===== src/rtl/cpu_pkg.sv =====
// Shared CPU register-file constants and the register-file write bundle.
package cpu_pkg;
    localparam int AW = 5;
    localparam int DW = 32;
    localparam logic [AW-1:0] R0 = '0;

    typedef struct packed {
        logic          we;
        logic [AW-1:0] addr;
        logic [DW-1:0] data;
    } rf_wr_t;
endpackage


===== src/rtl/rf_write_arbiter_if.sv =====
// Bus between the pipeline/memory side (master) and the register-file write arbiter (slave).
interface rf_write_arbiter_if
    import cpu_pkg::*;
#(
    parameter int AW_P = cpu_pkg::AW,
    parameter int DW_P = cpu_pkg::DW
);
    logic            wb_valid;
    logic [AW_P-1:0] wb_addr;
    logic [DW_P-1:0] wb_data;
    logic            ld_issue;
    logic [AW_P-1:0] ld_issue_addr;
    logic            ld_valid;
    logic            ld_ready;
    logic [AW_P-1:0] ld_addr;
    logic [DW_P-1:0] ld_data;
    logic [AW_P-1:0] q_addr1, q_addr2, q_addrw;
    logic            pend1, pend2, pendw;
    logic            rf_we;
    logic [AW_P-1:0] rf_waddr;
    logic [DW_P-1:0] rf_wdata;

    modport master (
        output wb_valid, wb_addr, wb_data, ld_issue, ld_issue_addr,
               ld_valid, ld_addr, ld_data, q_addr1, q_addr2, q_addrw,
        input  ld_ready, pend1, pend2, pendw, rf_we, rf_waddr, rf_wdata
    );
    modport slave (
        input  wb_valid, wb_addr, wb_data, ld_issue, ld_issue_addr,
               ld_valid, ld_addr, ld_data, q_addr1, q_addr2, q_addrw,
        output ld_ready, pend1, pend2, pendw, rf_we, rf_waddr, rf_wdata
    );
endinterface


===== src/rtl/rf_wr_fifo.sv =====
// Synchronous FIFO for load returns; head entry is presented combinationally on dout.
module rf_wr_fifo #(
    parameter int DEPTH = 4,
    parameter int W     = 37,
    parameter int CW    = $clog2(DEPTH + 1)
) (
    input  logic          clock,
    input  logic          reset,
    input  logic          push,
    input  logic          pop,
    input  logic [W-1:0]  din,
    output logic [W-1:0]  dout,
    output logic          full,
    output logic          empty,
    output logic [CW-1:0] count
);
    localparam int PW = $clog2(DEPTH);

    logic [W-1:0]  mem [DEPTH];
    logic [PW-1:0] wptr, rptr;

    assign dout  = mem[rptr];
    assign full  = (count == CW'(DEPTH));
    assign empty = (count == '0);

    // DEPTH is a power of two, so pointers wrap by natural overflow.
    always_ff @(posedge clock or posedge reset) begin
        if (reset) begin
            wptr  <= '0;
            rptr  <= '0;
            count <= '0;
        end else begin
            if (push) wptr <= wptr + 1'b1;
            if (pop)  rptr <= rptr + 1'b1;
            case ({push, pop})
                2'b10:   count <= count + 1'b1;
                2'b01:   count <= count - 1'b1;
                default: count <= count;
            endcase
        end
    end

    always_ff @(posedge clock) begin
        if (push) mem[wptr] <= din;
    end
endmodule


===== src/rtl/rf_write_arbiter.sv =====
// Merges pipeline writeback (strict priority) with buffered load returns onto the
// register-file write port, and tracks registers still owed by outstanding loads.
module rf_write_arbiter
    import cpu_pkg::*;
#(
    parameter int DEPTH = 4,
    parameter int DW    = cpu_pkg::DW,
    parameter int AW    = cpu_pkg::AW
) (
    input  logic clock,
    input  logic reset,
    rf_write_arbiter_if.slave bus
);
    localparam int CW = $clog2(DEPTH + 1);
    localparam int NR = 1 << AW;

    logic [AW+DW-1:0] head;
    logic             full, empty;
    logic [CW-1:0]    count;
    logic             wb_hit, push, pop;
    logic [AW-1:0]    head_addr;
    logic [DW-1:0]    head_data;
    logic [NR-1:0]    mask, mask_nxt;
    rf_wr_t           rf_q;

    assign {head_addr, head_data} = head;

    // Writes to r0 are treated as idle; discarded r0 load returns still take ld_ready.
    assign wb_hit       = bus.wb_valid && (bus.wb_addr != R0);
    assign pop          = !wb_hit && !empty;
    assign bus.ld_ready = !full;
    assign push         = bus.ld_valid && !full && (bus.ld_addr != R0);

    rf_wr_fifo #(.DEPTH(DEPTH), .W(AW + DW), .CW(CW)) u_fifo (
        .clock (clock),
        .reset (reset),
        .push  (push),
        .pop   (pop),
        .din   ({bus.ld_addr, bus.ld_data}),
        .dout  (head),
        .full  (full),
        .empty (empty),
        .count (count)
    );

    always_ff @(posedge clock or posedge reset) begin
        if (reset) begin
            rf_q <= '0;
        end else if (wb_hit) begin
            rf_q <= '{we: 1'b1, addr: bus.wb_addr, data: bus.wb_data};
        end else if (pop) begin
            rf_q <= '{we: 1'b1, addr: head_addr, data: head_data};
        end else begin
            rf_q.we <= 1'b0;
        end
    end

    assign bus.rf_we    = rf_q.we;
    assign bus.rf_waddr = rf_q.addr;
    assign bus.rf_wdata = rf_q.data;

    // Clear first, then set, so a re-issue to the same register in the pop cycle wins.
    always_comb begin
        mask_nxt = mask;
        if (pop) mask_nxt[head_addr] = 1'b0;
        if (bus.ld_issue && (bus.ld_issue_addr != R0)) mask_nxt[bus.ld_issue_addr] = 1'b1;
        mask_nxt[0] = 1'b0;
    end

    always_ff @(posedge clock or posedge reset) begin
        if (reset) mask <= '0;
        else       mask <= mask_nxt;
    end

    assign bus.pend1 = mask[bus.q_addr1];
    assign bus.pend2 = mask[bus.q_addr2];
    assign bus.pendw = mask[bus.q_addrw];
endmodule


===== src/flat_wrapper.sv =====
// flat-port wrapper written by rule: the top's interface ports become plain ports
module rf_write_arbiter_flat import cpu_pkg::*;
#(
    parameter int DEPTH = 4,
    parameter int DW    = cpu_pkg::DW,
    parameter int AW    = cpu_pkg::AW
)
  (clock, reset, bus_wb_valid, bus_wb_addr, bus_wb_data, bus_ld_issue, bus_ld_issue_addr, bus_ld_valid, bus_ld_addr, bus_ld_data, bus_q_addr1, bus_q_addr2, bus_q_addrw, bus_ld_ready, bus_pend1, bus_pend2, bus_pendw, bus_rf_we, bus_rf_waddr, bus_rf_wdata);
  rf_write_arbiter_if bus_i ();
  input  logic clock;
  input  logic reset;
  input wire logic [$bits(bus_i.wb_valid)-1:0] bus_wb_valid;
  input wire logic [$bits(bus_i.wb_addr)-1:0] bus_wb_addr;
  input wire logic [$bits(bus_i.wb_data)-1:0] bus_wb_data;
  input wire logic [$bits(bus_i.ld_issue)-1:0] bus_ld_issue;
  input wire logic [$bits(bus_i.ld_issue_addr)-1:0] bus_ld_issue_addr;
  input wire logic [$bits(bus_i.ld_valid)-1:0] bus_ld_valid;
  input wire logic [$bits(bus_i.ld_addr)-1:0] bus_ld_addr;
  input wire logic [$bits(bus_i.ld_data)-1:0] bus_ld_data;
  input wire logic [$bits(bus_i.q_addr1)-1:0] bus_q_addr1;
  input wire logic [$bits(bus_i.q_addr2)-1:0] bus_q_addr2;
  input wire logic [$bits(bus_i.q_addrw)-1:0] bus_q_addrw;
  output wire logic [$bits(bus_i.ld_ready)-1:0] bus_ld_ready;
  output wire logic [$bits(bus_i.pend1)-1:0] bus_pend1;
  output wire logic [$bits(bus_i.pend2)-1:0] bus_pend2;
  output wire logic [$bits(bus_i.pendw)-1:0] bus_pendw;
  output wire logic [$bits(bus_i.rf_we)-1:0] bus_rf_we;
  output wire logic [$bits(bus_i.rf_waddr)-1:0] bus_rf_waddr;
  output wire logic [$bits(bus_i.rf_wdata)-1:0] bus_rf_wdata;
  assign bus_i.wb_valid = bus_wb_valid;
  assign bus_i.wb_addr = bus_wb_addr;
  assign bus_i.wb_data = bus_wb_data;
  assign bus_i.ld_issue = bus_ld_issue;
  assign bus_i.ld_issue_addr = bus_ld_issue_addr;
  assign bus_i.ld_valid = bus_ld_valid;
  assign bus_i.ld_addr = bus_ld_addr;
  assign bus_i.ld_data = bus_ld_data;
  assign bus_i.q_addr1 = bus_q_addr1;
  assign bus_i.q_addr2 = bus_q_addr2;
  assign bus_i.q_addrw = bus_q_addrw;
  assign bus_ld_ready = bus_i.ld_ready;
  assign bus_pend1 = bus_i.pend1;
  assign bus_pend2 = bus_i.pend2;
  assign bus_pendw = bus_i.pendw;
  assign bus_rf_we = bus_i.rf_we;
  assign bus_rf_waddr = bus_i.rf_waddr;
  assign bus_rf_wdata = bus_i.rf_wdata;
  rf_write_arbiter #(.DEPTH(DEPTH), .DW(DW), .AW(AW)) u_core (.clock(clock), .reset(reset), .bus(bus_i));
endmodule

===== config.mk =====
export PLATFORM = sky130hd
export DESIGN_NAME = rf_write_arbiter_flat
export DESIGN_NICKNAME = d
export VERILOG_FILES = /design/src/rtl/cpu_pkg.sv /design/src/rtl/rf_write_arbiter_if.sv /design/src/rtl/rf_wr_fifo.sv /design/src/rtl/rf_write_arbiter.sv /design/src/flat_wrapper.sv
export SDC_FILE = /design/constraint.sdc
export NUM_CORES = 1
export LEC_CHECK = 0
export CAP_MARGIN = 20
export CELL_PAD_IN_SITES_DETAIL_PLACEMENT = 2
export CELL_PAD_IN_SITES_GLOBAL_PLACEMENT = 2
export CORE_MARGIN = 5
export CORE_UTILIZATION = 40
export CTS_BUF_LIST = sky130_fd_sc_hd__clkbuf_4 sky130_fd_sc_hd__clkbuf_8
export DETAILED_ROUTE_END_ITERATION = 10
export GPL_TIMING_DRIVEN = 0
export PLACE_DENSITY = 0.79
export SYNTH_ARGS = -nofsm -noshare
export SYNTH_HDL_FRONTEND = slang
export SYNTH_SLANG_ARGS = --single-unit

===== constraint.sdc =====
create_clock -name clock -period 2.6 [get_ports clock]
set_input_delay 0.26 -clock clock [delete_from_list [all_inputs] [get_ports clock]]
set_output_delay 0.26 -clock clock [all_outputs]
set_load 0.1 [all_outputs]

==> metrics.cfg <==
[global_route]
grt_max_degree=43
met3_usage_pct=4.15
grtUsageTotal_pct=22.1
grt_overflow=0
met2_usage_pct=40.7
use_met1_pct=26.0
grt_pass1_vias=7786
grt_antenna_before_repair=4
grt_pass1_wl_um=47700
gr-max-usage-layer=met2

[route]
route.detailed.wl_per_inst_um=26.2
via_per_inst=5.55
drcViolationCount=0
drt-pass1-iter-count=4
drtIter0Drc=327
wl_um=31400
vias=6669
ant_nets=0

[power]
pwr-share-seq_pct=34.8
p_sw_share_pct=41.0
max-vdd-ir-drop_mv=0.631
clkPwrFrac_pct=22.2
power_density_nw_per_um2=1240
combPwrFrac_pct=43.0
p_sw_mw=6.46
leakage_nw=4.78
p_int_mw=9.29

[clock_network]
cts-buffers-inserted=41
clock-sinks=224
clockBufferDepth=3
ctsHoldBuffers=0
cts_tree=built
cts.clk_slew.worst_paths_ns=0.06
clock_latency_ns=0.54
cts-root-buf=clkbuf_8
htree_num_levels=2

[sta]
setup_tns_ns=-0.128
setup_ws_ns=-0.0745
post-route-period-util_pct=103
post-route-min-period_ns=2.67
setup_viol=3
hold_viol_final=0
slew_headroom_pct=27.4
grt_setup_unrepaired=yes
fmax_mhz=374
worstMarginPinSlew_ns=1.09
final-max-slew-violation-count=0
finClkSkew_ns=0.0154
whs_ns=0.132

[layout]
layout-drive-gt1-share_pct=22.7
nets=947
final_area_sq_um=12700
areaGrowthSynthToFinish_pct=27.8
fin_cells=1201

[yosys]
synth-xor-area-share_pct=0.527
synth_compound_area_share_pct=6.06
syn_avg_cell_area_sq_um=15.2
yosysSeqAreaShare_pct=63.6
synth_top_family_by_area=multiplexers
synth-adder-area-share_pct=0.828
synth_edf_count=148
synth_cell_types=50
ys_async_sr_fraction_pct=33.9
ys_warn_count=0
synth_simple_gate_area_share_pct=8.72
synthMuxAreaShare_pct=17.6
ys.flop_type=edfxtp_1
synthCells=657
syn-num-nets=762
ys_ff_latch=224
synth_area_sq_um=9970

[floorplan]
fp.dieH_um=168
ios=141
die_x_um=168
rows=57
core_region_area_sq_um=24500
start_util_pct=40.8
die_area_sq_um=28200

[setup_path]
worstPathArrival_ns=2.41
critPathMaxFanout=4
endpoint_kind=primary output
required_ns=2.34
start_kind=flip-flop
crit_type=reg -> out

[placed_design]
place_inst=1110
place_ws_ns=-0.382
gp_congestion=0.828
portBuffers=128
dpl.hpwl_um=21300
place_area_sq_um=11700

[outcome]
failed_checks=negative setup slack
status=complete, but fails checks

[min_path]
hp-class=in -> async

[flow_run]
maxCapViolCount=0

==> synthesized netlist by cell type (3+ instances only) <==
cell / n / share of area (%)
nand2b_1: 3 / 0.19
buf_6: 5 / 0.56
nor3b_1: 5 / 0.38
inv_1: 11 / 0.41
nor3_1: 13 / 0.65
a2111oi_0: 3 / 0.26
nand3_1: 7 / 0.35
mux2i_1: 37 / 3.7
or4_1: 4 / 0.30
nand4_1: 6 / 0.38
and2_1: 4 / 0.25
a21boi_0: 4 / 0.30
mux2_2: 5 / 0.56
clkbuf_1: 12 / 0.45
and4b_1: 3 / 0.30
edfxtp_1: 148 / 45
o21ai_0: 10 / 0.50
and2b_2: 4 / 0.35
a31oi_1: 7 / 0.44
mux4_1: 6 / 1.6
buf_1: 5 / 0.19
a221oi_1: 3 / 0.26
nand3b_1: 8 / 0.60
a21oi_1: 77 / 3.9
xnor2_1: 4 / 0.35
mux4_2: 52 / 12
nand4b_1: 3 / 0.26
ha_1: 5 / 0.63
or3b_2: 3 / 0.26
dfrtp_1: 76 / 19
nand2_1: 4 / 0.15
buf_2: 15 / 0.75
nor2_1: 78 / 2.9
==> per-layer routing <==
| layer | up-vias | part of all wire, % |
|---|---|---|
| met5 | - | 0.041 |
| met4 | 2 | 2.3 |
| met3 | 49 | 3.9 |
| met2 | 179 | 54 |
| met1 | 3506 | 39 |
| li1 | 2933 | - |
==> cell type report <==
class | count | area (sq um)
fill | 2257 | 11700
tap | 324 | 405
sequential | 224 | 6350
clock inverter | 17 | 140
timing repair buffer | 142 | 1500
buffer | 41 | 220
antenna | 3 | 7.51
clock buffer | 58 | 711
inverter | 11 | 43.8
multi-input combinational | 381 | 3370
==> logic make-up after synthesis <==
family,Yosys count
flops,224
mux,100
simple gates,160
buf+inv,52
xor+xnor,6
fa+ha+maj,6
compound gates,109
==> timing repair <==
action	in CTS	in global routing
cloned	0	0
setup buffers	6	3
pin swaps	3	1
setup endpoints to repair	3	4
gates resized for setup	33	5
==> flip-flops by register name, indices dropped and copies added, names as in the netlist <==
register,count
u_core.u_fifo.mem,148
u_core.bus.rf_wdata,32
u_core.mask,31
u_core.bus.rf_waddr,5
u_core.u_fifo.count,3
u_core.u_fifo.rptr,2
u_core.u_fifo.wptr,2
u_core.bus.rf_we,1
==> power groups by stage <==
stage	Combinational, mW	Sequential (mW)	Clock (mW)
2_1_floorplan	3.11	6.86	0
3_3_place_gp	6.24	5.40	0
3_5_place_dp	6.49	5.53	0
4_1_cts	6.72	5.49	3.57
5_1_grt	7.15	5.57	3.76
6_report	6.77	5.47	3.49
==> placed cells by master (no fill, tap or decap), drive strengths merged, types with 3 or more instances in the layout <==
cell type,synthesis,layout
or4,4,4
nand3b,8,8
a31oi,7,7
nor2,78,78
diode,0,3
clkbuf,14,72
edfxtp,148,148
and2,4,4
a2111oi,3,3
ha,5,5
a221oi,3,3
buf,27,44
and2b,4,4
a21oi,77,77
nand4b,3,3
nor3,14,14
mux4,58,58
nand2,4,4
and4b,3,3
o21ai,10,10
nand4,6,6
a21boi,4,4
nand2b,3,3
dfrtp,76,76
xnor2,4,4
mux2i,37,37
clkdlybuf4s50,0,124
inv,11,13
or3b,3,3
clkinv,0,12
nor3b,7,7
mux2,5,5
nand3,8,8
==> through the flow <==
stage | power [mW] | utilization [%]
finish | 15.7 | 52.1
global route | 16.5 | 52.1
CTS | 15.8 | 51.6
detailed placement | 12.0 | 47.8
global placement | 11.6 | 47.7
floorplan | 9.97 | -
==> worst paths after layout <==
path / startpoint / end / slack, ns / cells past startpoint
max: u_core.mask[17] / bus_pend2 / -0.07 / 4
max reg2reg: u_core.u_fifo.rptr[0] / u_core.mask[9] / 0.24 / 4
max in group asynchronous: reset / u_core.mask[28] / 1.82 / 3
min in group clock: bus_wb_data[4] / u_core.bus.rf_wdata[4] / 0.31 / 3
min: reset / u_core.bus.rf_wdata[2] / 0.13 / 2
min reg2reg: u_core.u_fifo.count[2] / u_core.u_fifo.count[2] / 0.52 / 1
==> worst max-delay path: stages (launching register included) <==
cell	delay [ns]
dfrtp_1	0.42
mux4_2	0.48
and4bb_2	0.25
or4_4	0.55
buf_12	0.18
No activity file was read; power rests on OpenSTA's default activity.
